--- src/rtl/led_pkg.sv ---
// Shared mode encoding and button roles for the board LED driver.
package led_pkg;

  // 2'd3 is not a legal mode; the mode FSM steers it back to MODE_MUX.
  typedef enum logic [1:0] {
    MODE_MUX   = 2'd0,
    MODE_CHASE = 2'd1,
    MODE_BLINK = 2'd2
  } mode_t;

  localparam int unsigned BTN_MODE = 0;
  localparam int unsigned BTN_DIR  = 1;
  localparam int unsigned BTN_RUN  = 2;

endpackage

--- src/rtl/led_ctrl_btn_debounce.sv ---
// Single push-button conditioner: 2-FF synchroniser, stability counter,
// debounced level and a one-cycle press pulse on each accepted 0->1 edge.
module btn_debounce #(
  parameter int unsigned DEB_CYC = 16
) (
  input  logic clk,
  input  logic rst,
  input  logic btn,
  output logic level,
  output logic press
);

  localparam int unsigned CNT_W = (DEB_CYC > 1) ? $clog2(DEB_CYC) : 1;

  logic             sync1;
  logic             sync2;
  logic [CNT_W-1:0] cnt;

  // Synchronise, then accept a new level after DEB_CYC consecutive samples
  // that differ from the current level; any bounce back restarts the count.
  always_ff @(posedge clk) begin
    if (rst) begin
      sync1 <= 1'b0;
      sync2 <= 1'b0;
      cnt   <= '0;
      level <= 1'b0;
      press <= 1'b0;
    end else begin
      sync1 <= btn;
      sync2 <= sync1;
      press <= 1'b0;
      if (sync2 == level) begin
        cnt <= '0;
      end else if (cnt == CNT_W'(DEB_CYC - 1)) begin
        level <= sync2;
        cnt   <= '0;
        press <= sync2;
      end else begin
        cnt <= cnt + CNT_W'(1);
      end
    end
  end

endmodule

--- src/rtl/led_ctrl.sv ---
// Board LED driver: switch mux, rotating chaser or blink, selected by
// debounced push-buttons. ledr is registered.
module led_ctrl
  import led_pkg::*;
#(
  parameter int unsigned LED_W   = 16,
  parameter int unsigned SW_W    = 8,
  parameter int unsigned BTN_W   = 5,
  parameter int unsigned DIV     = 5000000,
  parameter int unsigned DEB_CYC = 16
) (
  input  logic             clk,
  input  logic             rst,
  input  logic [BTN_W-1:0] btn,
  input  logic [SW_W-1:0]  sw,
  output logic [LED_W-1:0] ledr
);

  localparam int unsigned CNT_W = $clog2(DIV + 1);

  logic [BTN_W-1:0] btn_level;
  logic [BTN_W-1:0] btn_press;
  logic             unused_btn;

  mode_t            mode;
  mode_t            mode_d;
  logic             mode_chg;
  logic             dir;
  logic             run;
  logic [LED_W-1:0] pat;
  logic [LED_W-1:0] pat_rot;
  logic             phase;
  logic [CNT_W-1:0] cnt;
  logic             tick;
  logic [LED_W-1:0] mask;
  logic [LED_W-1:0] ledr_d;

  for (genvar i = 0; i < BTN_W; i++) begin : g_deb
    btn_debounce #(.DEB_CYC(DEB_CYC)) u_deb (
      .clk   (clk),
      .rst   (rst),
      .btn   (btn[i]),
      .level (btn_level[i]),
      .press (btn_press[i])
    );
  end

  // Levels and buttons above BTN_RUN carry no function.
  assign unused_btn = ^{btn_level, btn_press};

  // Tick on the last count of a running, non-mux animation period.
  assign tick = run && (mode != MODE_MUX) && (cnt == CNT_W'(DIV - 1));

  // Mode sequencing on btn[BTN_MODE]; illegal encodings fall back to mux.
  always_comb begin
    mode_d = mode;
    case (mode)
      MODE_MUX:   if (btn_press[BTN_MODE]) mode_d = MODE_CHASE;
      MODE_CHASE: if (btn_press[BTN_MODE]) mode_d = MODE_BLINK;
      MODE_BLINK: if (btn_press[BTN_MODE]) mode_d = MODE_MUX;
      default:    mode_d = MODE_MUX;
    endcase
  end

  assign mode_chg = (mode_d != mode);

  // Mode state register.
  always_ff @(posedge clk) begin
    if (rst) mode <= MODE_MUX;
    else     mode <= mode_d;
  end

  // One-step rotation of the chaser pattern in the current direction.
  always_comb begin
    pat_rot = dir ? {pat[0], pat[LED_W-1:1]} : {pat[LED_W-2:0], pat[LED_W-1]};
  end

  // Animation state: a mode change reloads and overrides a same-cycle tick;
  // a same-cycle run toggle only affects later cycles.
  always_ff @(posedge clk) begin
    if (rst) begin
      dir   <= 1'b0;
      run   <= 1'b1;
      pat   <= LED_W'(1);
      phase <= 1'b0;
      cnt   <= '0;
    end else begin
      if (btn_press[BTN_DIR]) dir <= ~dir;
      if (btn_press[BTN_RUN]) run <= ~run;
      if (mode_chg) begin
        cnt   <= '0;
        pat   <= LED_W'(1);
        phase <= 1'b0;
      end else if (run && (mode != MODE_MUX)) begin
        cnt <= tick ? '0 : cnt + CNT_W'(1);
        if (tick && (mode == MODE_CHASE)) pat   <= pat_rot;
        if (tick && (mode == MODE_BLINK)) phase <= ~phase;
      end
    end
  end

  // LED source selection; the blink mask repeats sw across all LEDs.
  always_comb begin
    mask = '0;
    for (int unsigned i = 0; i < LED_W; i++) mask[i] = sw[i % SW_W];
    ledr_d = '0;
    case (mode)
      MODE_MUX:   ledr_d[0] = sw[2] ? sw[1] : sw[0];
      MODE_CHASE: ledr_d = pat;
      MODE_BLINK: ledr_d = phase ? mask : '0;
      default:    ledr_d = '0;
    endcase
  end

  // Output register.
  always_ff @(posedge clk) begin
    if (rst) ledr <= '0;
    else     ledr <= ledr_d;
  end

endmodule

--- config.mk ---
export PLATFORM = sky130hd
export DESIGN_NAME = led_ctrl
export DESIGN_NICKNAME = d
export VERILOG_FILES = /design/src/rtl/led_pkg.sv /design/src/rtl/led_ctrl_btn_debounce.sv /design/src/rtl/led_ctrl.sv
export SDC_FILE = /design/constraint.sdc
export NUM_CORES = 1
export LEC_CHECK = 0
export ABC_AREA = 1
export CORE_MARGIN = 5
export CORE_UTILIZATION = 50
export CTS_CLUSTER_SIZE = 28
export DETAILED_ROUTE_END_ITERATION = 8
export PLACE_DENSITY = 0.7
export SLEW_MARGIN = 20
export SYNTH_ARGS = -nofsm -noshare
export SYNTH_HDL_FRONTEND = slang
export SYNTH_SLANG_ARGS = --single-unit
--- constraint.sdc ---
create_clock -name clk -period 2.4 [get_ports clk]
set_input_delay 0.48 -clock clk [delete_from_list [all_inputs] [get_ports clk]]
set_output_delay 0.48 -clock clk [all_outputs]
set_load 0.03 [all_outputs]
==> flow_summary.toml <==
[outcome]
outcome = "finished, final reports clean"

[timing]
slew_violations = 0
fin_crit_sh_pct = 87.16
fmax_mhz = 478.1
setup_violations = 0
finalCriticalPeriod_ns = 2.092
rsz0062_at_grt = "no"
worst_pin_slew_ns = 0.5535
finalHoldViolCount = 0
fin_setup_tns_ns = 0
slew_headroom_pct = 63.01
skew_ns = 0.009187

[setup_path]
crit_type = "flop to flop"
critical-path-max-stage-delay_ns = 0.40
reg2reg_depth = 10
cpMaxStageDelayCell = "dfxtp_1"
crit_buf_inv = 3
cp_max_fo = 31
crit_path_end_kind = "flop"
start_kind = "flop"
arrival_ns = 2.35
rr_endpoint = "pat[12]$_SDFFE_PP0P_"
crit_chain = "inv_1, ha_1, inv_2, nand2_2, inv_4, nand2_4, nor2_4, nand3_4, nor2_1, nor2_1"
cpLargestDelayFamily = "simple AND/OR/NAND/NOR gates"
crit_path_frequent_cell = "nor2_1"
crit_required_ns = 2.66
r2r_slack_ns = 0.31
reg2reg_from = "mode[0]$_SDFF_PP0_"

[drt]
ant_nets = 0
vias_per_cell = 4.963
drc_errors = 0
firstDrtPassIters = 4
wl_per_cell_um = 11.92
routed_wl_um = 7737
vias = 3221
drt-initial-drc-count = 123

[power_and_ir_drop]
leakage_nw = 1.803
ir_worst_vdd_mv = 0.4103
p_per_area_nw_per_um2 = 576.8
power.total_w = 0.002504

[grt]
grt_overflow = 0
track_usage_pct = 16.97
antenna_found_initial = 0
grt_max_degree = 32
grt_pass1_vias = 2985
grt_pass1_wl_um = 13280

[yosys]
synth_seq_cells = 84
syn-cell-area_um2 = 3777
synth_nets = 538
synth_cell_types = 33
ys_seq_area_share_pct = 44.52
yosys_warnings = 0
syn_inst = 515
syn_area_per_cell_um2 = 7.335

[worst_hold_path]
hold_path_end = "g_deb[0].u_deb.sync2$_SDFF_PP0_"
min_from = "g_deb[0].u_deb.sync1$_SDFF_PP0_"
min_path_type = "flop to flop"
hold_depth = 2

[clock_network]
clockBufferDepth = 2
cts_tree = "yes"
clk_latency_ns = 0.37
numCtsBuffers = 9
cts_root_buf = "clkbuf_8"
h-tree-depth = 3
post_cts_resized = 0
path_clk_slew_ns = 0.09
postCtsSetupBuffers = 0
postCtsHoldBufs = 0
clock-sinks = 84

[floorplanning]
die_width_um = 96.92
die-area_um2 = 9393
io_pins = 31
core_um2 = 7292
row_count = 31
start_util_pct = 51.80
die_y_um = 96.92

[placement]
gp_congestion = 0.8826
numPlacedInstances = 633
port_buffers = 28
dp_hpwl_um = 5584

[cells_and_area]
final_common_cell = "nand2_1"
instances_no_fill = 649
antenna_cells = 0
finalNetCount = 568
regArea_um2 = 1682
syn2layout_area_growth_pct = 14.94
fillCellCount = 704
drive_gt1_share_pct = 8.364
multi_input_area_um2 = 1812
final_cell_mix = "126 x nand2_1, 97 x nor2_1, 84 x dfxtp_1, 54 x inv_1, 28 x clkdlybuf4s50_1"

[job]
drv_cap = 0
Yosys cell counts:
library cell,n,share of area [%]
inv_2,2,0.20
nand3_2,1,0.26
buf_2,3,0.40
or3b_2,3,0.70
a21oi_1,26,3.4
dfxtp_1,84,45
nand3_4,1,0.46
nor2_2,4,0.66
inv_4,1,0.17
nand2_2,2,0.33
xor2_1,14,3.2
nor2_8,1,0.53
nand3b_1,1,0.20
mux2_2,1,0.30
a2111oi_0,1,0.23
nand2_1,126,13
nor3_1,3,0.40
nor2_4,3,0.89
xnor2_1,8,1.9
nor4_1,1,0.17
clkbuf_1,6,0.60
nand4_1,9,1.5
buf_6,2,0.60
nand4_2,1,0.33
buf_4,1,0.20
or2_2,3,0.50
inv_1,54,5.4
nor2_1,97,9.6
nand3_1,21,2.8
nand2_4,3,0.89
o21ai_0,23,3.0
ha_1,8,2.6
a21oi_4,1,0.43
cells by family (layout without fill, tap and decap cells):
kind of cell	Yosys count	count (layout)	share of synthesized area, %
multiplexers	1	1	0.2981
buffers and inverters	69	104	7.519
AO/OA/AOI/OAI	51	51	7.155
adder cells (fa/ha/maj)	8	8	2.650
AND/OR/NAND/NOR	280	280	32.76
XOR/XNOR	22	22	5.101
flip-flops	84	84	44.52
how the worst max path moves through the flow:
stage	from	to	slack, ns	depth (start not counted)
after global placement	rst	cnt[1]$_SDFFE_PP0P_	0.37	6
after detailed placement	mode[0]$_SDFF_PP0_	pat[11]$_SDFFE_PP0P_	0.34	11
final	mode[0]$_SDFF_PP0_	pat[12]$_SDFFE_PP0P_	0.31	10
after CTS	mode[0]$_SDFF_PP0_	pat[11]$_SDFFE_PP0P_	0.31	11
after floorplan	mode[0]$_SDFF_PP0_	pat[10]$_SDFFE_PP0P_	0.76	11
after global routing	mode[0]$_SDFF_PP0_	pat[12]$_SDFFE_PP0P_	0.08	10
sequential cells by signal (all words and copies together) (netlist names), 3 cells and up:
signal and cells:
cnt 23, ledr 16, pat 16, g_deb.u_deb.cnt 12, g_deb.u_deb.level 3, g_deb.u_deb.press 3, g_deb.u_deb.sync1 3, g_deb.u_deb.sync2 3
stage by stage:
| step | worst slack [ns] | area (um2) | util, % | hold WS, ns |
|---|---|---|---|---|
| 2_1_floorplan | 0.7579 | 3777 | - | 0.3883 |
| 3_3_place_gp | 0.3743 | 4136 | 56.73 | 0.3926 |
| 3_5_place_dp | 0.3425 | 4136 | 56.73 | 0.3955 |
| 4_1_cts | 0.3077 | 4342 | 59.54 | 0.4073 |
| 5_1_grt | 0.08243 | 4342 | 59.54 | 0.4225 |
| 6_report | 0.3082 | 4342 | 59.54 | 0.4008 |
layout make-up:
type / instances / share of cell area, %
multi-input combinational: 362 / 41.73
sequential: 84 / 38.73
timing repair buffer: 31 / 6.974
inverter: 57 / 4.986
clock buffer: 9 / 2.853
clock inverter: 7 / 1.873
tap: 99 / 2.853
worst reg2reg max path, delay by kind of cell (launching register included):
kind	cells	cell delay (ns)
adder cells (fa/ha/maj)	1	0.26
buffers and inverters	3	0.34
flip-flops	1	0.40
AND/OR/NAND/NOR	6	0.98
metal layers:
metal | global-route usage (%) | part of all wire, %
met1 | 20.52 | 46
met4 | 6.587 | 1.9
met2 | 28.29 | 48
met5 | 0 | 0
met3 | 5.036 | 4.5
report_power, final:
group | total (W) | internal, W | switching [W]
Sequential | 0.00140 | 0.00140 | 0.00000350
Combinational | 0.0000613 | 0.0000284 | 0.0000329
Clock | 0.00104 | 0.000495 | 0.000545
Note: power is estimated with default switching activity, not from simulation.
